### src/rtl/rr_arbiter_8_if.sv
// Handshake bundle between the requester bank and the round-robin arbiter.
interface rr_arbiter_8_if;
  localparam int unsigned N     = 8;
  localparam int unsigned IDX_W = 3;

  logic [N-1:0]     req;
  logic             rel;
  logic [N-1:0]     gnt;
  logic [IDX_W-1:0] gnt_idx;
  logic             busy;
  logic             timeout;

  // Requester side drives requests and the release strobe.
  modport master (
    output req,
    output rel,
    input  gnt,
    input  gnt_idx,
    input  busy,
    input  timeout
  );

  // Arbiter side.
  modport slave (
    input  req,
    input  rel,
    output gnt,
    output gnt_idx,
    output busy,
    output timeout
  );
endinterface

### src/rtl/rr_arbiter_8.sv
// Eight-way round-robin arbiter; every owner change passes through IDLE.
// Optional hold-time limit with forced release when RR_ARB_TIMEOUT_EN is defined.
module rr_arbiter_8 #(
  parameter int unsigned MAX_HOLD = 16
) (
  input  logic          clk,
  input  logic          nrst,
  rr_arbiter_8_if.slave bus
);
  localparam int unsigned N     = 8;
  localparam int unsigned IDX_W = 3;

  typedef enum logic {
    IDLE  = 1'b0,
    GRANT = 1'b1
  } state_t;

  state_t           state_q, state_d;
  logic [IDX_W-1:0] ptr_q, ptr_d;
  logic [IDX_W-1:0] idx_q, idx_d;
  logic [IDX_W-1:0] pick_c;
  logic             found_c;
  logic             expire_c;
  logic             release_c;

  if (MAX_HOLD < 2 || MAX_HOLD > 256) begin : g_bad_max_hold
    $error("rr_arbiter_8: MAX_HOLD must lie in 2..256");
  end

  // First requester at or after ptr, wrapping 7 -> 0.
  always_comb begin
    found_c = 1'b0;
    pick_c  = ptr_q;
    for (int i = 0; i < N; i++) begin
      if (!found_c && bus.req[ptr_q + IDX_W'(i)]) begin
        found_c = 1'b1;
        pick_c  = ptr_q + IDX_W'(i);
      end
    end
  end

  always_ff @(posedge clk or negedge nrst) begin
    if (!nrst) begin
      state_q <= IDLE;
      ptr_q   <= '0;
      idx_q   <= '0;
    end else begin
      state_q <= state_d;
      ptr_q   <= ptr_d;
      idx_q   <= idx_d;
    end
  end

  always_comb begin
    state_d   = state_q;
    ptr_d     = ptr_q;
    idx_d     = idx_q;
    release_c = 1'b0;
    case (state_q)
      IDLE: begin
        if (found_c) begin
          state_d = GRANT;
          idx_d   = pick_c;
        end
      end
      GRANT: begin
        release_c = bus.rel || !bus.req[idx_q] || expire_c;
        if (release_c) begin
          state_d = IDLE;
          ptr_d   = idx_q + IDX_W'(1);
        end
      end
      default: state_d = IDLE;
    endcase
  end

`ifdef RR_ARB_TIMEOUT_EN
  localparam int unsigned CNT_W = (MAX_HOLD > 2) ? $clog2(MAX_HOLD) : 1;

  logic [CNT_W-1:0] cnt_q, cnt_d;
  logic             timeout_q, timeout_d;

  assign expire_c = (state_q == GRANT) && (cnt_q == CNT_W'(MAX_HOLD - 1));

  // Counter runs only while granted; timeout flags expiry not masked by rel or owner drop.
  always_comb begin
    cnt_d     = '0;
    timeout_d = 1'b0;
    if (state_q == GRANT) begin
      cnt_d     = cnt_q + CNT_W'(1);
      timeout_d = expire_c && !bus.rel && bus.req[idx_q];
    end
  end

  always_ff @(posedge clk or negedge nrst) begin
    if (!nrst) begin
      cnt_q     <= '0;
      timeout_q <= 1'b0;
    end else begin
      cnt_q     <= cnt_d;
      timeout_q <= timeout_d;
    end
  end

  assign bus.timeout = timeout_q;
`else
  assign expire_c    = 1'b0;
  assign bus.timeout = 1'b0;
`endif

  // Grant decoded from registered state only, so it cannot glitch with req.
  assign bus.busy    = (state_q == GRANT);
  assign bus.gnt_idx = idx_q;
  assign bus.gnt     = (state_q == GRANT) ? (N'(1) << idx_q) : '0;

endmodule

### src/flat_wrapper.sv
// flat-port wrapper written by rule: the top's interface ports become plain ports
module rr_arbiter_8_flat 
#(
  parameter int unsigned MAX_HOLD = 16
)
  (clk, nrst, bus_req, bus_rel, bus_gnt, bus_gnt_idx, bus_busy, bus_timeout);
  rr_arbiter_8_if bus_i ();
  input  logic clk;
  input  logic nrst;
  input wire logic [$bits(bus_i.req)-1:0] bus_req;
  input wire logic [$bits(bus_i.rel)-1:0] bus_rel;
  output wire logic [$bits(bus_i.gnt)-1:0] bus_gnt;
  output wire logic [$bits(bus_i.gnt_idx)-1:0] bus_gnt_idx;
  output wire logic [$bits(bus_i.busy)-1:0] bus_busy;
  output wire logic [$bits(bus_i.timeout)-1:0] bus_timeout;
  assign bus_i.req = bus_req;
  assign bus_i.rel = bus_rel;
  assign bus_gnt = bus_i.gnt;
  assign bus_gnt_idx = bus_i.gnt_idx;
  assign bus_busy = bus_i.busy;
  assign bus_timeout = bus_i.timeout;
  rr_arbiter_8 #(.MAX_HOLD(MAX_HOLD)) u_core (.clk(clk), .nrst(nrst), .bus(bus_i));
endmodule
### config.mk
export PLATFORM = sky130hd
export DESIGN_NAME = rr_arbiter_8_flat
export DESIGN_NICKNAME = d
export VERILOG_FILES = /design/src/rtl/rr_arbiter_8_if.sv /design/src/rtl/rr_arbiter_8.sv /design/src/flat_wrapper.sv
export SDC_FILE = /design/constraint.sdc
export NUM_CORES = 1
export LEC_CHECK = 0
export ABC_CLOCK_PERIOD_IN_PS = 6400
export BUFFER_PORTS_ARGS = -buffer_cell sky130_fd_sc_hd__clkbuf_2
export CORE_ASPECT_RATIO = 0.6
export CORE_MARGIN = 10
export CORE_UTILIZATION = 40
export DETAILED_ROUTE_END_ITERATION = 6
export GPL_ROUTABILITY_DRIVEN = 0
export PLACE_DENSITY = 0.7
export SLEW_MARGIN = 20
export SYNTH_ARGS = -nofsm -noshare
export SYNTH_HDL_FRONTEND = slang
export SYNTH_SLANG_ARGS = --single-unit
### constraint.sdc
create_clock -name clk -period 6.4 [get_ports clk]
set_input_delay 0.32 -clock clk [delete_from_list [all_inputs] [get_ports clk]]
set_output_delay 0.32 -clock clk [all_outputs]
set_load 0.05 [all_outputs]
==> metrics.cfg <==
[setup_path]
regToRegStartpoint=u_core.ptr_q[0]$_DFFE_PN0P_
worstReg2RegEnd=u_core.bus.gnt_idx[0]$_DFFE_PN0P_
crit_type=reg2reg
path_max_fanout=14
reg2reg_slack_ns=2.54
cpPeakStageDelay_ns=0.71
required_ns=6.53
worstPathCellList=inv_1, ha_1, mux2_2, mux4_2, o22ai_1, a311o_1, mux2i_1, a2111oi_2
worstPathArrival_ns=3.99
worst_setup_path_end_kind=flip-flop
cp_top_family=compound AO/OA/AOI/OAI gates
critical_path_depth=8
cpMaxStageDelayCell=dfrtp_1
path_buf_inv=1
cp-start-kind=flip-flop
reg2reg_depth=8

[synth]
synth-seq-area-share=0.125
synth_cell_types=54
synth_most_common_cell=mux4_2
synth_seq_cells=7
synthTopCellsByArea=mux4_2, dfrtp_1, mux4_1
syn_nets=155
synth_top_area_frac=0.193
syn-cell-area_mm2=0.00140
async_flop_share=1.00
synth-edff-count=0
yosysWarnings=0
syn_avg_cell_area_um2=10.3
synthTopCellsByCount=mux4_2, ha_1, inv_1, mux2i_1
ys.flop_type=dfrtp_1
yosys.area.top_type=mux4_2
syn-instance-count=136

[clocking]
clock_latency_ns=0.23
path_clk_slew_ns=0.04
cts_buffers=3
cts_root_buffer=clkbuf_8
cts_tree=yes
clock-sinks=7
cts_buffer_depth=2
htree_num_levels=1

[grt]
grt_overflow_total=0
track_usage=0.135
grt_pass1_vias=1355
grt_pass1_wl_um=6860
grt_max_degree=19
grt_antenna_before_repair=0

[route]
drcViolationCount=0
ant_nets=0
via_count=1273
wl_per_cell_um=20.1
routed_wl_um=4030
initialDrtViolationCount=103
vias_per_cell=6.37
dr.pass1.iters=4

[sta]
setup_violations=0
tns_ns=0
relSlewSlack=0.534
worst_pin_slew_ns=0.699
grt_setup_unrepaired=no
min_period_over_period=0.603
final-max-slew-violation-count=0
finalCriticalPeriod_ns=3.86
fmax_mhz=259
fin_skew_ns=0.00593
finalHoldViolCount=0

[cells_and_area]
drive_above_1_share=0.316
area_growth_pct=12.3
final_nets=175
nFillCells=317
n_antenna_cell=0

[run_status]
status=finished, final reports clean

[die]
fp.dieArea_mm2=0.00634
start_util=0.423
num_rows=16
fp.coreArea_mm2=0.00330
die_h_um=65.8
io_pins=24
die_w_um=96.3

[placed_design]
hpwl_um=3190
port-buffer-count=22

[min_path]
hold_path_class=in2reg
whs_path_depth=3
hp-start=bus_rel
worstHoldEndpoint=u_core.bus.busy$_DFF_PN0_

[flow_run]
drv_cap=0

[worst max-delay path by stage]
stage / startpoint / end / slack (ns)
3_5_place_dp: u_core.ptr_q[0]$_DFFE_PN0P_ / u_core.bus.gnt_idx[0]$_DFFE_PN0P_ / 2.56
2_1_floorplan: u_core.ptr_q[1]$_DFFE_PN0P_ / u_core.bus.gnt_idx[0]$_DFFE_PN0P_ / 3.14
6_report: u_core.ptr_q[0]$_DFFE_PN0P_ / u_core.bus.gnt_idx[0]$_DFFE_PN0P_ / 2.54
3_3_place_gp: u_core.ptr_q[0]$_DFFE_PN0P_ / u_core.bus.gnt_idx[0]$_DFFE_PN0P_ / 2.71
5_1_grt: u_core.ptr_q[0]$_DFFE_PN0P_ / u_core.bus.gnt_idx[0]$_DFFE_PN0P_ / 2.25
4_1_cts: u_core.ptr_q[0]$_DFFE_PN0P_ / u_core.bus.gnt_idx[0]$_DFFE_PN0P_ / 2.53
[registers in the layout (all words and copies together) (netlist names)]
name                cells
u_core.ptr_q            3
u_core.bus.gnt_idx      3
u_core.bus.busy         1
[timing repair]
action | 4_1_cts | 5_1_grt
setup buffers | 0 | 0
gates resized for setup | 0 | 0
endpoints found under the hold margin | 7 | 0
hold buffers | 1 | 0
[per-layer routing]
metal | vias up | GRT usage | share of wire
met5 | - | 0 | 0
met4 | 0 | 0.0235 | 0.0052
met3 | 4 | 0.0476 | 0.11
met2 | 71 | 0.205 | 0.43
met1 | 614 | 0.183 | 0.45
li1 | 584 | - | -
[through the flow]
stage / utilization / hold slack [ns] / setup WS, ns / area, um2 / cells
finish: 0.475 / 0.417 / 2.54 / 1570 / 200
global route: 0.475 / 0.436 / 2.25 / 1570 / 200
CTS: 0.475 / 0.415 / 2.53 / 1570 / 200
detailed placement: 0.458 / 0.173 / 2.56 / 1510 / 195
global placement: 0.458 / 0.172 / 2.71 / 1510 / 195
floorplan: - / 0.0244 / 3.14 / 1400 / 136
[tightest hold or removal path: stages]
cell	delay [ns]
clkbuf_2	0.09
nor2_1	0.09
a21o_1	0.12
[cell families after synthesis]
| kind of cell | after synthesis | synth area share |
|---|---|---|
| compound gates | 31 | 0.169 |
| xor+xnor | 3 | 0.0188 |
| fa+ha+maj | 8 | 0.0716 |
| buf+inv | 16 | 0.0581 |
| flops | 7 | 0.125 |
| mux | 32 | 0.395 |
| other cells | 1 | 0.00268 |
| simple gates | 38 | 0.159 |
[layout make-up]
cell class,instances,area [um2],area share
Sequential cell,7,175,0.112
Multi-Input combinational cell,113,1140,0.727
Clock buffer,3,41.3,0.0263
Tap cell,45,56.3,0.0359
Inverter,8,30.0,0.0191
Timing Repair Buffer,23,120,0.0765
Clock inverter,1,5.00,0.00319
[cells in the final DEF, fill, tap and decap left out, types with 2 or more instances in the layout]
master / instances
a41o_1: 2
xnor2_1: 2
nor2_1: 5
nand2_1: 7
clkbuf_8: 3
and3_1: 3
clkbuf_2: 22
mux4_2: 12
and2_1: 5
mux2_1: 2
ha_1: 8
mux2_4: 2
dfrtp_1: 7
nor2b_1: 4
mux2_2: 4
o22ai_1: 3
a21oi_1: 4
mux4_1: 4
o21ai_0: 6
inv_1: 8
mux2i_1: 8
nand2b_1: 2
Power is left out: the tool's default activity adds up to more than one toggle a clock period on the data nets, which glitch-free logic cannot reach.
